`src/rtl/fwd_select_ctrl_pkg.sv`:
```
// Shared types and select codes for the EX-stage operand forwarding controller.
// The slot struct is sized by REG_AW_DEFAULT, so modules must be built with REG_AW equal to it.
package fwd_select_ctrl_pkg;

  localparam int REG_AW_DEFAULT = 3;

  localparam logic [1:0] SEL_RF   = 2'b00;
  localparam logic [1:0] SEL_MEM  = 2'b01;
  localparam logic [1:0] SEL_WB   = 2'b10;
  localparam logic [1:0] SEL_HOLD = 2'b11;

  typedef struct packed {
    logic                      valid;
    logic [REG_AW_DEFAULT-1:0] dst;
    logic                      wr_en;
    logic                      is_load;
  } slot_t;

  localparam slot_t SLOT_EMPTY = '0;

endpackage

```
`src/rtl/fwd_match_prio.sv`:
```
// Picks the youngest scoreboard slot that produces one source operand and
// flags when that youngest hit is a load still in EX.
module fwd_match_prio
  import fwd_select_ctrl_pkg::*;
#(
  parameter int REG_AW      = REG_AW_DEFAULT,
  parameter int ZERO_REG_HW = 1
) (
  input  logic [REG_AW-1:0] src,
  input  logic              use_src,
  input  slot_t             slot_ex,
  input  slot_t             slot_mem,
  input  slot_t             slot_wb,
  output logic [1:0]        sel,
  output logic              ex_load_hit
);

  logic zero_blocked;
  logic hit_ex;
  logic hit_mem;
  logic hit_wb;

  function automatic logic slot_hit(input slot_t s, input logic [REG_AW-1:0] r);
    return s.valid & s.wr_en & (s.dst == r);
  endfunction

  always_comb begin
    zero_blocked = (ZERO_REG_HW != 0) && (src == '0);
    hit_ex       = use_src & !zero_blocked & slot_hit(slot_ex, src);
    hit_mem      = use_src & !zero_blocked & slot_hit(slot_mem, src);
    hit_wb       = use_src & !zero_blocked & slot_hit(slot_wb, src);
    ex_load_hit  = hit_ex & slot_ex.is_load;

    // Youngest producer wins: EX over MEM over WB.
    sel = SEL_RF;
    if (hit_ex) begin
      sel = SEL_MEM;
    end else if (hit_mem) begin
      sel = SEL_WB;
    end else if (hit_wb) begin
      sel = SEL_HOLD;
    end
  end

endmodule

```
`src/rtl/fwd_select_ctrl.sv`:
```
// Forwarding select and load-use stall controller beside the RR/EX register;
// selects are registered so they hold steady for the whole EX cycle.
module fwd_select_ctrl
  import fwd_select_ctrl_pkg::*;
#(
  parameter int REG_AW      = REG_AW_DEFAULT,
  parameter int ZERO_REG_HW = 1
) (
  input  logic              clk,
  input  logic              reset,
  input  logic              issue_valid,
  input  logic [REG_AW-1:0] issue_src_a,
  input  logic [REG_AW-1:0] issue_src_b,
  input  logic              issue_use_a,
  input  logic              issue_use_b,
  input  logic [REG_AW-1:0] issue_dst,
  input  logic              issue_wr_en,
  input  logic              issue_is_load,
  input  logic              flush,
  output logic [1:0]        sel_a,
  output logic [1:0]        sel_b,
  output logic              stall
);

  slot_t      slot_ex_q, slot_ex_d;
  slot_t      slot_mem_q, slot_mem_d;
  slot_t      slot_wb_q, slot_wb_d;
  logic [1:0] sel_a_q, sel_a_d;
  logic [1:0] sel_b_q, sel_b_d;
  logic [1:0] raw_sel_a, raw_sel_b;
  logic       ld_hit_a, ld_hit_b;
  logic       issue_go;

  fwd_match_prio #(.REG_AW(REG_AW), .ZERO_REG_HW(ZERO_REG_HW)) u_match_a (
    .src         (issue_src_a),
    .use_src     (issue_use_a),
    .slot_ex     (slot_ex_q),
    .slot_mem    (slot_mem_q),
    .slot_wb     (slot_wb_q),
    .sel         (raw_sel_a),
    .ex_load_hit (ld_hit_a)
  );

  fwd_match_prio #(.REG_AW(REG_AW), .ZERO_REG_HW(ZERO_REG_HW)) u_match_b (
    .src         (issue_src_b),
    .use_src     (issue_use_b),
    .slot_ex     (slot_ex_q),
    .slot_mem    (slot_mem_q),
    .slot_wb     (slot_wb_q),
    .sel         (raw_sel_b),
    .ex_load_hit (ld_hit_b)
  );

  // Flush and reset both override the load-use stall; a stalled or killed
  // instruction leaves a bubble in EX with register-file selects.
  always_comb begin
    stall    = !reset & issue_valid & !flush & (ld_hit_a | ld_hit_b);
    issue_go = issue_valid & !stall & !flush;

    slot_ex_d = SLOT_EMPTY;
    if (issue_go) begin
      slot_ex_d = '{valid: 1'b1, dst: issue_dst, wr_en: issue_wr_en, is_load: issue_is_load};
    end
    slot_mem_d = slot_ex_q;
    slot_wb_d  = slot_mem_q;

    sel_a_d = issue_go ? raw_sel_a : SEL_RF;
    sel_b_d = issue_go ? raw_sel_b : SEL_RF;
  end

  always_ff @(posedge clk) begin
    if (reset) begin
      slot_ex_q  <= SLOT_EMPTY;
      slot_mem_q <= SLOT_EMPTY;
      slot_wb_q  <= SLOT_EMPTY;
      sel_a_q    <= SEL_RF;
      sel_b_q    <= SEL_RF;
    end else begin
      slot_ex_q  <= slot_ex_d;
      slot_mem_q <= slot_mem_d;
      slot_wb_q  <= slot_wb_d;
      sel_a_q    <= sel_a_d;
      sel_b_q    <= sel_b_d;
    end
  end

  assign sel_a = sel_a_q;
  assign sel_b = sel_b_q;

endmodule

```
`config.mk`:
```
export PLATFORM = sky130hd
export DESIGN_NAME = fwd_select_ctrl
export DESIGN_NICKNAME = d
export VERILOG_FILES = /design/src/rtl/fwd_select_ctrl_pkg.sv /design/src/rtl/fwd_match_prio.sv /design/src/rtl/fwd_select_ctrl.sv
export SDC_FILE = /design/constraint.sdc
export NUM_CORES = 1
export LEC_CHECK = 0
export BUFFER_PORTS_ARGS = -buffer_cell sky130_fd_sc_hd__buf_4
export CAP_MARGIN = 0
export CELL_PAD_IN_SITES_DETAIL_PLACEMENT = 1
export CELL_PAD_IN_SITES_GLOBAL_PLACEMENT = 1
export CORE_MARGIN = 4
export CORE_UTILIZATION = 35
export CTS_CLUSTER_DIAMETER = 200
export CTS_CLUSTER_SIZE = 40
export DETAILED_ROUTE_END_ITERATION = 10
export GPL_ROUTABILITY_DRIVEN = 0
export GPL_TIMING_DRIVEN = 0
export PLACE_DENSITY_LB_ADDON = 0.1
export SLEW_MARGIN = 20
export SYNTH_ARGS = -nofsm -noshare
export SYNTH_HDL_FRONTEND = slang
export SYNTH_SLANG_ARGS = --single-unit
```
`constraint.sdc`:
```
create_clock -name clk -period 1.6 [get_ports clk]
set_input_delay 0.16 -clock clk [delete_from_list [all_inputs] [get_ports clk]]
set_output_delay 0.16 -clock clk [all_outputs]
set_load 0.01 [all_outputs]
```
; Yosys cells after proc, flatten, opt, wreduce, memory -nomap -nowiden
; Cells that the tools add are included.
[op_classes]
n_eq_ne = 6
bitwise = 26
reduce_logical = 10
muxes = 7
[op_table]
columns = cell, count
row1 = AND 1 bit, 24
row2 = equality test 3 bit, 6
row3 = 2-to-1 mux 2 bit, 4
row4 = logical NOT 3 bit, 2
row5 = 2-to-1 mux 6 bit, 1
row6 = OR reduction 3 bit, 2
row7 = logical NOT 1 bit, 5
row8 = 2-to-1 mux 1 bit, 2
row9 = OR reduction 2 bit, 1
row10 = NOT 1 bit, 1
row11 = bitwise OR 1 bit, 1
[word_totals]
ff_bits = 20
input_bits = 17
elab_cells = 63
out_inout_bits = 5

; Logic depth before layout (Yosys ltp)
; Gate-level depths: netlist of run 1.
[logic_depth]
depth_word = 12
depth_mapped = 5

; By module
; A second synthesis of run 1 with hierarchy kept.
[unflattened]
hier_cells = 90
area_unflattened_um2 = 993.5
[modules_own_cells]
columns = module, n_inst, area_per_inst_um2, cells_each, seq_area_each_um2
row1 = fwd_select_ctrl, 1, 678.2, 50, 440.4
row2 = fwd_match_prio, 2, 157.7, 20, 0.0

; Worst setup path before layout of run 1
; Ideal clock, no wire load.
[synth_timing]
path_type = register to output
start = register slot_ex_q[4] in the netlist's numbering
end = output stall
setup_slack_ns = -0.018
path_stages_with_launch = 5
t_arrival_ns = 1.458
t_required_ns = 1.440
cell_sequence = dfxtp_1 xor2_1 or4_4 o22ai_1 and3_1
[synth_via]
elab_chain_len = 6
word_cells_on_any_way = 10
cone_classes = 2 x eq/ne / 8 x bitwise
[synth_rtl]
columns = item, line_no
row1 = start: declaration, fwd_select_ctrl.sv:25  ; slot_t slot_ex_q, slot_ex_d;
row2 = start signal: assignment, fwd_select_ctrl.sv:79  ; slot_ex_q <= slot_ex_d;
row3 = equality test 3 bit, fwd_match_prio.sv:24  ; return s.valid & s.wr_en & (s.dst == r);
row4 = AND 1 bit, fwd_match_prio.sv:24
row5 = AND 1 bit, fwd_match_prio.sv:29  ; hit_ex = use_src & !zero_blocked & slot_hit(slot_ex, src);
row6 = AND 1 bit, fwd_match_prio.sv:32  ; ex_load_hit = hit_ex & slot_ex.is_load;
row7 = bitwise OR 1 bit *, fwd_select_ctrl.sv:57  ; stall = !reset & issue_valid & !flush & (ld_hit_a | ld_hit_b);
row8 = AND 1 bit *, fwd_select_ctrl.sv:57
row9 = end: declaration, fwd_select_ctrl.sv:22  ; output logic stall
; Every way passes the cells marked *; elsewhere a longest branch is shown, timed or not.

; Worst setup path in the final report of run 1
[layout_timing]
start = register slot_ex_q[3] in the netlist's numbering
end = output stall
; The elaborated chain is that of the path after synthesis.

==> run_summary.xml, run 1 <==
<?xml version="1.0" encoding="UTF-8"?>
<metrics>
  <group name="worst_setup_path">
    <metric name="worst_ep_required_time" unit="ns">1.44</metric>
    <metric name="rr_startpoint" unit="">slot_ex_q[3]</metric>
    <metric name="timing.reg2reg.setup_slack" unit="ns">-0.38</metric>
    <metric name="critPathKind" unit="">register to primary output</metric>
    <metric name="critical-path-top-delay-family" unit="">simple AND/OR/NAND/NOR gates</metric>
    <metric name="timing.critical_path.from_type" unit="">register</metric>
    <metric name="reg2regPathDepth" unit="">9</metric>
    <metric name="crit_buf_inv" unit="">1</metric>
    <metric name="worstReg2RegEnd" unit="">slot_ex_q[1]</metric>
    <metric name="cp_slowest_cell" unit="">or4_4</metric>
    <metric name="timing.critical_path.cells" unit="">xor2_2, or4_4, o22ai_4, and3_1, buf_4</metric>
    <metric name="cp_slowest_stage_delay" unit="ns">0.54</metric>
    <metric name="arrival" unit="ns">1.83</metric>
    <metric name="crit_path_max_fanout" unit="">3</metric>
    <metric name="crit_path_end_kind" unit="">primary output</metric>
  </group>
  <group name="route">
    <metric name="total_number_of_vias" unit="">760</metric>
    <metric name="drt_pre_antenna_iters" unit="">4</metric>
    <metric name="routed_wire_length_per_instance" unit="um">15.1</metric>
    <metric name="post-route-drc-count" unit="">0</metric>
    <metric name="vias_per_cell" unit="">5.00</metric>
    <metric name="antenna_violating_nets_post_route" unit="">0</metric>
    <metric name="drt-total-wl" unit="mm">2.30</metric>
    <metric name="drt_first_iter_violations" unit="">14</metric>
  </group>
  <group name="floorplan">
    <metric name="fp.dieArea" unit="mm^2">0.00364</metric>
    <metric name="start_util" unit="">0.376</metric>
    <metric name="placementRows" unit="">18</metric>
    <metric name="boundaryPins" unit="">22</metric>
    <metric name="core" unit="mm^2">0.00254</metric>
    <metric name="die_h" unit="um">60.3</metric>
    <metric name="die_w" unit="um">60.3</metric>
  </group>
  <group name="synthesis">
    <metric name="post_synth_fa_ha_maj_area_fraction" unit="">0</metric>
    <metric name="netlist_top_cells_area" unit="">dfxtp_1 42%, xor2_1 16%, nor2b_1 6.5%</metric>
    <metric name="synth_top_family_by_area" unit="">simple AND/OR/NAND/NOR gates</metric>
    <metric name="post_synth_mux_area_share" unit="">0</metric>
    <metric name="syn_nets" unit="">113</metric>
    <metric name="synth_compound_area_frac" unit="">0.106</metric>
    <metric name="post-synth-top-area-fraction" unit="">0.418</metric>
    <metric name="yosysWarningCount" unit="">0</metric>
    <metric name="synth-edff-count" unit="">0</metric>
    <metric name="asyncSetResetFlopFracSynth" unit="">0</metric>
    <metric name="synth_ff_type" unit="">dfxtp_1</metric>
    <metric name="ys_types" unit="">30</metric>
    <metric name="yosys.area_share.xor_xnor" unit="">0.165</metric>
    <metric name="synth_most_common_cell" unit="">dfxtp_1</metric>
    <metric name="post_synth_and_or_nand_nor_area_fraction" unit="">0.261</metric>
    <metric name="syn-instance-count" unit="">96</metric>
    <metric name="yosysTopAreaCell" unit="">dfxtp_1</metric>
    <metric name="yosysSeqAreaShare" unit="">0.418</metric>
    <metric name="synth.top_cells.by_count" unit="">20 x dfxtp_1, 18 x xor2_1, 10 x nor2b_1</metric>
    <metric name="yosys_register_bits" unit="">20</metric>
    <metric name="syn_avg_cell_area" unit="um^2">9.97</metric>
    <metric name="mapped_cell_area" unit="um^2">957</metric>
  </group>
  <group name="timing">
    <metric name="worst-slew-pin-transition" unit="ns">0.868</metric>
    <metric name="finalMaxSlewViolations" unit="">0</metric>
    <metric name="final.setup_skew" unit="ns">0.00747</metric>
    <metric name="finalHoldViolations" unit="">0</metric>
    <metric name="maxClockFrequency" unit="MHz">504</metric>
    <metric name="period_utilization_post_route" unit="">1.24</metric>
    <metric name="report.final.setup_viol" unit="">11</metric>
    <metric name="grt_setup_unrepaired" unit="">true</metric>
    <metric name="final_critical_path_time_including_i_o_delays_and_setup" unit="ns">1.99</metric>
    <metric name="setup_total_negative_slack" unit="ns">-3.15</metric>
    <metric name="whs" unit="ns">0.0881</metric>
    <metric name="maxSlewHeadroom" unit="">0.416</metric>
    <metric name="post-route-worst-setup-slack" unit="ns">-0.385</metric>
  </group>
  <group name="min_path">
    <metric name="min_path_type" unit="">input port to register</metric>
    <metric name="worst_hold_path.endpoint" unit="">slot_ex_q[3]</metric>
    <metric name="hold_path.startpoint" unit="">issue_dst[1]</metric>
    <metric name="hold_depth" unit="">2</metric>
  </group>
  <group name="layout">
    <metric name="nNetsFinal" unit="">140</metric>
    <metric name="diodes" unit="">0</metric>
    <metric name="final_util" unit="">0.496</metric>
    <metric name="drive_gt1_frac" unit="">0.361</metric>
    <metric name="area_growth" unit="%">31.8</metric>
  </group>
  <group name="cts">
    <metric name="path_clk_slew" unit="ns">0.12</metric>
    <metric name="clock_latency_on_the_worst_skew_pair" unit="ns">0.30</metric>
    <metric name="ctsHtreeMaxLevel" unit="">1</metric>
    <metric name="max-clock-path-buffers" unit="">2</metric>
    <metric name="numClockSinks" unit="">20</metric>
    <metric name="tritoncts_clock_tree" unit="">done</metric>
    <metric name="root_buffer" unit="">clkbuf_4</metric>
    <metric name="number_of_cts_inserted_buffers" unit="">3</metric>
  </group>
  <group name="job">
    <metric name="total_of_max_cap_violations" unit="">0</metric>
  </group>
  <group name="power">
    <metric name="total_leakage_power" unit="nW">0.508</metric>
    <metric name="vdd_ir_drop_max" unit="uV">526</metric>
    <metric name="power-per-cell-area" unit="mW/mm^2">725</metric>
    <metric name="p_total" unit="W">0.000914</metric>
  </group>
  <group name="global_routing">
    <metric name="pin_count_of_the_biggest_net_entering_global_routing" unit="">12</metric>
    <metric name="grt.total_usage" unit="">0.137</metric>
    <metric name="grt_pass1_vias" unit="">792</metric>
    <metric name="grt_pass1_wl" unit="mm">3.59</metric>
    <metric name="antenna_violations_before_repair" unit="">0</metric>
    <metric name="grt_residual_overflow" unit="">0</metric>
  </group>
  <group name="place">
    <metric name="io_buffer_count" unit="">15</metric>
    <metric name="dp_hpwl" unit="mm">1.68</metric>
  </group>
  <group name="status">
    <metric name="violations" unit="">negative setup slack</metric>
    <metric name="outcome" unit="">complete, but fails checks</metric>
  </group>
</metrics>
[cell usage in the layout, fill, tap and decap left out, drive strengths merged, types with 4 or more instances in the layout]
cell type / n
clkbuf: 7
buf: 26
nor2: 5
nor3b: 5
nor2b: 10
dfxtp: 20
xor2: 18
nand2: 4
[stage by stage]
stage | cells | instance area [um^2] | setup slack [ns]
after floorplan | 96 | 963 | 0.0224
after global placement | 141 | 1110 | -0.183
after detailed placement | 141 | 1110 | -0.182
after CTS | 150 | 1210 | -0.394
after global routing | 152 | 1260 | -0.453
final | 152 | 1260 | -0.385
[worst reg2reg max path: stages (launching register included)]
cell	delay (ns)
dfxtp_4	0.38
xor2_2	0.15
or4_4	0.54
buf_4	0.16
buf_6	0.11
buf_6	0.10
buf_6	0.11
nor3_4	0.15
buf_6	0.15
nor3b_1	0.05
[worst max-delay path by stage]
stage | start | to | slack (ns) | depth (start not counted)
final | slot_ex_q[3] | stall | -0.39 | 5
after global routing | slot_ex_q[3] | stall | -0.45 | 5
after CTS | slot_ex_q[3] | stall | -0.39 | 5
after detailed placement | issue_src_b[0] | stall | -0.18 | 5
after global placement | issue_src_b[0] | stall | -0.18 | 5
after floorplan | slot_ex_q[4] | stall | 0.02 | 4
[sequential cells by signal, indices dropped and copies added (netlist names)]
signal      cells
slot_ex_q       6
slot_mem_q      5
slot_wb_q       5
sel_a           2
sel_b           2
[kinds of logic (layout without fill, tap and decap cells)]
logic type	count (synthesis)	count (layout)
simple gates	39	39
compound gates	11	11
buf+inv	8	34
flops	20	20
xor+xnor	18	18
[final cells by class]
class / count / area, um^2
Multi-Input combinational cell: 68 / 546
Fill cell: 303 / 1280
Clock buffer: 4 / 36.3
Buffer: 7 / 43.8
Sequential cell: 20 / 407
Tap cell: 30 / 37.5
Timing Repair Buffer: 22 / 188
Inverter: 1 / 3.75
[where the power goes]
part | total (W) | leakage [nW] | internal [W] | switching [W]
clock network | 0.000297 | 0.0210 | 0.000139 | 0.000158
registers | 0.000511 | 0.164 | 0.000505 | 0.00000641
logic | 0.000106 | 0.323 | 0.0000516 | 0.0000540
total | 0.000914 | 0.508 | 0.000695 | 0.000219
[repair_timing]
action                     4_1_cts  5_1_grt
setup buffers                    5        3
pin swaps                        6        2
setup endpoints to repair       11       11
resized for setup                7       10
hold buffers                     0        0
[layer usage]
| layer | up-vias | wire, um | share of wire | global-route usage |
|---|---|---|---|---|
| met1 | 363 | 960 | 0.42 | 0.153 |
| met3 | 2 | 141 | 0.061 | 0.0302 |
| met5 | - | 0 | 0 | 0 |
| li1 | 379 | - | - | - |
| met2 | 16 | 1180 | 0.51 | 0.241 |
| met4 | 0 | 15 | 0.0065 | 0.0665 |
(Power assumes the default switching activity.)
==> run 2, diff against run 1 <==
--- a/config.mk
+++ b/config.mk
@@ -16,7 +16,7 @@
 export DETAILED_ROUTE_END_ITERATION = 10
 export GPL_ROUTABILITY_DRIVEN = 0
 export GPL_TIMING_DRIVEN = 0
-export PLACE_DENSITY_LB_ADDON = 0.1
+export PLACE_DENSITY = 0.79
 export SLEW_MARGIN = 20
 export SYNTH_ARGS = -nofsm -noshare
 export SYNTH_HDL_FRONTEND = slang
==> run 2 against run 1 <==
  * The flow still finishes with violations (negative setup slack)
  * Sequential cell count stayed put
  * Highest routed layer unchanged
  * Clock skew shrank 0.0065 ns
  * Wire length rose by 12%
  * Combinational power about the same
  * Sequential share of layout area fell by 0.48 points
  * Design area rose by 0.89%
  * Die area did not move
  * Non-clock buffer count stayed put
  * Final cell count did not move
  * Sequential power about the same
  * Fmax is 0.90% lower
  * First-iteration DRC count is 79% higher
==> run_summary.xml, run 2 (synthesis results as in run 1) <==
<?xml version="1.0" encoding="UTF-8"?>
<metrics>
  <group name="status">
    <metric name="outcome" unit="">complete, but fails checks</metric>
    <metric name="violations" unit="">negative setup slack</metric>
  </group>
  <group name="worst_setup_path">
    <metric name="crit_path_max_fanout" unit="">3</metric>
    <metric name="cp_slowest_stage_delay" unit="ns">0.57</metric>
    <metric name="timing.critical_path.cells" unit="">xor2_2, or4_4, o22ai_4, and3_4, buf_6</metric>
    <metric name="arrival" unit="ns">1.84</metric>
    <metric name="worst_ep_required_time" unit="ns">1.44</metric>
    <metric name="critPathKind" unit="">register to primary output</metric>
    <metric name="timing.critical_path.from_type" unit="">register</metric>
    <metric name="crit_path_end_kind" unit="">primary output</metric>
    <metric name="timing.reg2reg.setup_slack" unit="ns">-0.20</metric>
    <metric name="cp-startpoint" unit="">slot_ex_q[3]</metric>
    <metric name="cp_slowest_cell" unit="">or4_4</metric>
    <metric name="worstReg2RegEnd" unit="">slot_ex_q[2]</metric>
    <metric name="rr_startpoint" unit="">slot_ex_q[2]</metric>
    <metric name="reg2regPathDepth" unit="">6</metric>
    <metric name="crit_end" unit="">stall</metric>
  </group>
  <group name="layout">
    <metric name="finalNonFillerCells" unit="">152</metric>
    <metric name="nNetsFinal" unit="">140</metric>
    <metric name="diodes" unit="">0</metric>
    <metric name="most_frequent_cells_in_the_layout" unit="">17 x xor2_1, 17 x buf_4, 17 x dfxtp_1</metric>
    <metric name="layout_top_registers" unit="">slot_ex_q x6, slot_mem_q x5, slot_wb_q x5</metric>
    <metric name="area_growth" unit="%">32.9</metric>
    <metric name="regArea" unit="um^2">404</metric>
    <metric name="multi_input_area" unit="um^2">547</metric>
    <metric name="largest_reg_flops" unit="">6</metric>
    <metric name="drive_gt1_frac" unit="">0.361</metric>
    <metric name="filler_cell_count" unit="">293</metric>
    <metric name="reg_with_most_ffs" unit="">slot_ex_q</metric>
  </group>
  <group name="power">
    <metric name="power-per-cell-area" unit="mW/mm^2">816</metric>
    <metric name="total_leakage_power" unit="nW">0.511</metric>
    <metric name="vdd_ir_drop_max" unit="uV">574</metric>
  </group>
  <group name="global_routing">
    <metric name="antenna_violations_before_repair" unit="">0</metric>
    <metric name="grt_pass1_wl" unit="mm">3.95</metric>
    <metric name="grt_residual_overflow" unit="">0</metric>
    <metric name="grt_pass1_vias" unit="">803</metric>
    <metric name="pin_count_of_the_biggest_net_entering_global_routing" unit="">13</metric>
    <metric name="grt.total_usage" unit="">0.153</metric>
  </group>
  <group name="floorplan">
    <metric name="core" unit="mm^2">0.00254</metric>
    <metric name="fp.dieArea" unit="mm^2">0.00364</metric>
    <metric name="die_h" unit="um">60.3</metric>
    <metric name="boundaryPins" unit="">22</metric>
    <metric name="die_w" unit="um">60.3</metric>
    <metric name="start_util" unit="">0.376</metric>
    <metric name="placementRows" unit="">18</metric>
  </group>
  <group name="place">
    <metric name="post-place-cells" unit="">141</metric>
    <metric name="dp_hpwl" unit="mm">1.75</metric>
    <metric name="io_buffer_count" unit="">15</metric>
  </group>
  <group name="route">
    <metric name="drt_pre_antenna_iters" unit="">4</metric>
    <metric name="route.top_layer_used" unit="">met4</metric>
    <metric name="wl_met1" unit="mm">1.02</metric>
    <metric name="post-route-drc-count" unit="">0</metric>
    <metric name="total_number_of_vias" unit="">774</metric>
    <metric name="wl_met3" unit="um">152</metric>
    <metric name="routed_wire_length_per_instance" unit="um">17.0</metric>
    <metric name="drt_first_iter_violations" unit="">25</metric>
    <metric name="antenna_violating_nets_post_route" unit="">0</metric>
    <metric name="wl_met2" unit="mm">1.37</metric>
    <metric name="drt-total-wl" unit="mm">2.58</metric>
    <metric name="vias_per_cell" unit="">5.09</metric>
  </group>
  <group name="job">
    <metric name="total_of_max_cap_violations" unit="">0</metric>
  </group>
  <group name="cts">
    <metric name="tritoncts_clock_tree" unit="">done</metric>
    <metric name="path_clk_slew" unit="ns">0.12</metric>
    <metric name="number_of_cts_inserted_buffers" unit="">3</metric>
    <metric name="cts_hold_buffers" unit="">0</metric>
    <metric name="ctsHtreeMaxLevel" unit="">1</metric>
    <metric name="max-clock-path-buffers" unit="">2</metric>
    <metric name="root_buffer" unit="">clkbuf_4</metric>
    <metric name="clock_latency_on_the_worst_skew_pair" unit="ns">0.30</metric>
    <metric name="numClockSinks" unit="">20</metric>
  </group>
  <group name="timing">
    <metric name="final.setup_skew" unit="ns">0.000947</metric>
    <metric name="finalMaxSlewViolations" unit="">0</metric>
    <metric name="post-route-worst-setup-slack" unit="ns">-0.403</metric>
    <metric name="maxClockFrequency" unit="MHz">499</metric>
    <metric name="final_critical_path_time_including_i_o_delays_and_setup" unit="ns">2.00</metric>
    <metric name="period_utilization_post_route" unit="">1.25</metric>
    <metric name="grt_setup_unrepaired" unit="">true</metric>
    <metric name="finalHoldViolations" unit="">0</metric>
    <metric name="worst-slew-pin-transition" unit="ns">1.03</metric>
    <metric name="whs" unit="ns">0.105</metric>
    <metric name="report.final.setup_viol" unit="">11</metric>
    <metric name="maxSlewHeadroom" unit="">0.304</metric>
  </group>
  <group name="min_path">
    <metric name="min_path_type" unit="">input port to register</metric>
  </group>
</metrics>
-- run 2: repair_timing --
action,4_1_cts,5_1_grt
pin swaps,5,8
setup endpoints to repair,11,11
hold endpoints to repair,0,0
setup buffers,6,1
gates resized for setup,8,7
-- run 2: how the worst min path moves through the flow --
stage / startpoint / endpoint / slack (ns) / cells after the start
2_1_floorplan: issue_valid / sel_b[0] / 0.29 / 2
3_3_place_gp: issue_valid / sel_b[0] / 0.42 / 3
3_5_place_dp: issue_dst[1] / slot_ex_q[3] / 0.44 / 2
4_1_cts: issue_dst[1] / slot_ex_q[3] / 0.1 / 2
5_1_grt: issue_dst[1] / slot_ex_q[3] / 0.09 / 2
6_report: issue_dst[1] / slot_ex_q[3] / 0.10 / 2
-- run 2: metal layers --
metal,vias to the layer above,GRT usage
li1,378,-
met1,372,0.179
met2,20,0.256
met3,4,0.0518
met4,0,0.0538
met5,-,0
-- run 2: critical path: cells and delay by family (launching register included) --
kind	cells	cell delay, ns
AO/OA/AOI/OAI	1	0.17
flip-flops	1	0.36
AND/OR/NAND/NOR	2	0.77
buffers and inverters	1	0.10
XOR/XNOR	1	0.15
-- run 2: final cells by class --
| cell class | count | share of cell area |
|---|---|---|
| plain buffers | 7 | 0.0344 |
| clock buffers | 3 | 0.0177 |
| clock inverters | 1 | 0.0236 |
| inverters | 1 | 0.00295 |
| multi-input cells | 68 | 0.430 |
| flip-flops and latches | 20 | 0.318 |
| well taps | 30 | 0.0295 |
| repair buffers | 22 | 0.145 |
-- run 2: report_power, final --
part	total [W]	internal, W	switching [W]
clock	0.000416	0.000253	0.000163
combinational	0.000109	0.0000528	0.0000567
sequential	0.000513	0.000506	0.00000673
total	0.00104	0.000812	0.000226
-- run 2: metrics by stage --
step	setup slack (ns)	util	total power, W	area, um^2	setup TNS (ns)
global route	-0.482	0.500	0.00108	1270	-2.93
floorplan	0.0224	-	0.000588	963	0
detailed placement	-0.177	0.438	0.000622	1110	-1.10
finish	-0.403	0.500	0.00104	1270	-2.06
CTS	-0.400	0.485	0.00104	1230	-1.38
global placement	-0.145	0.438	0.000618	1110	-0.519
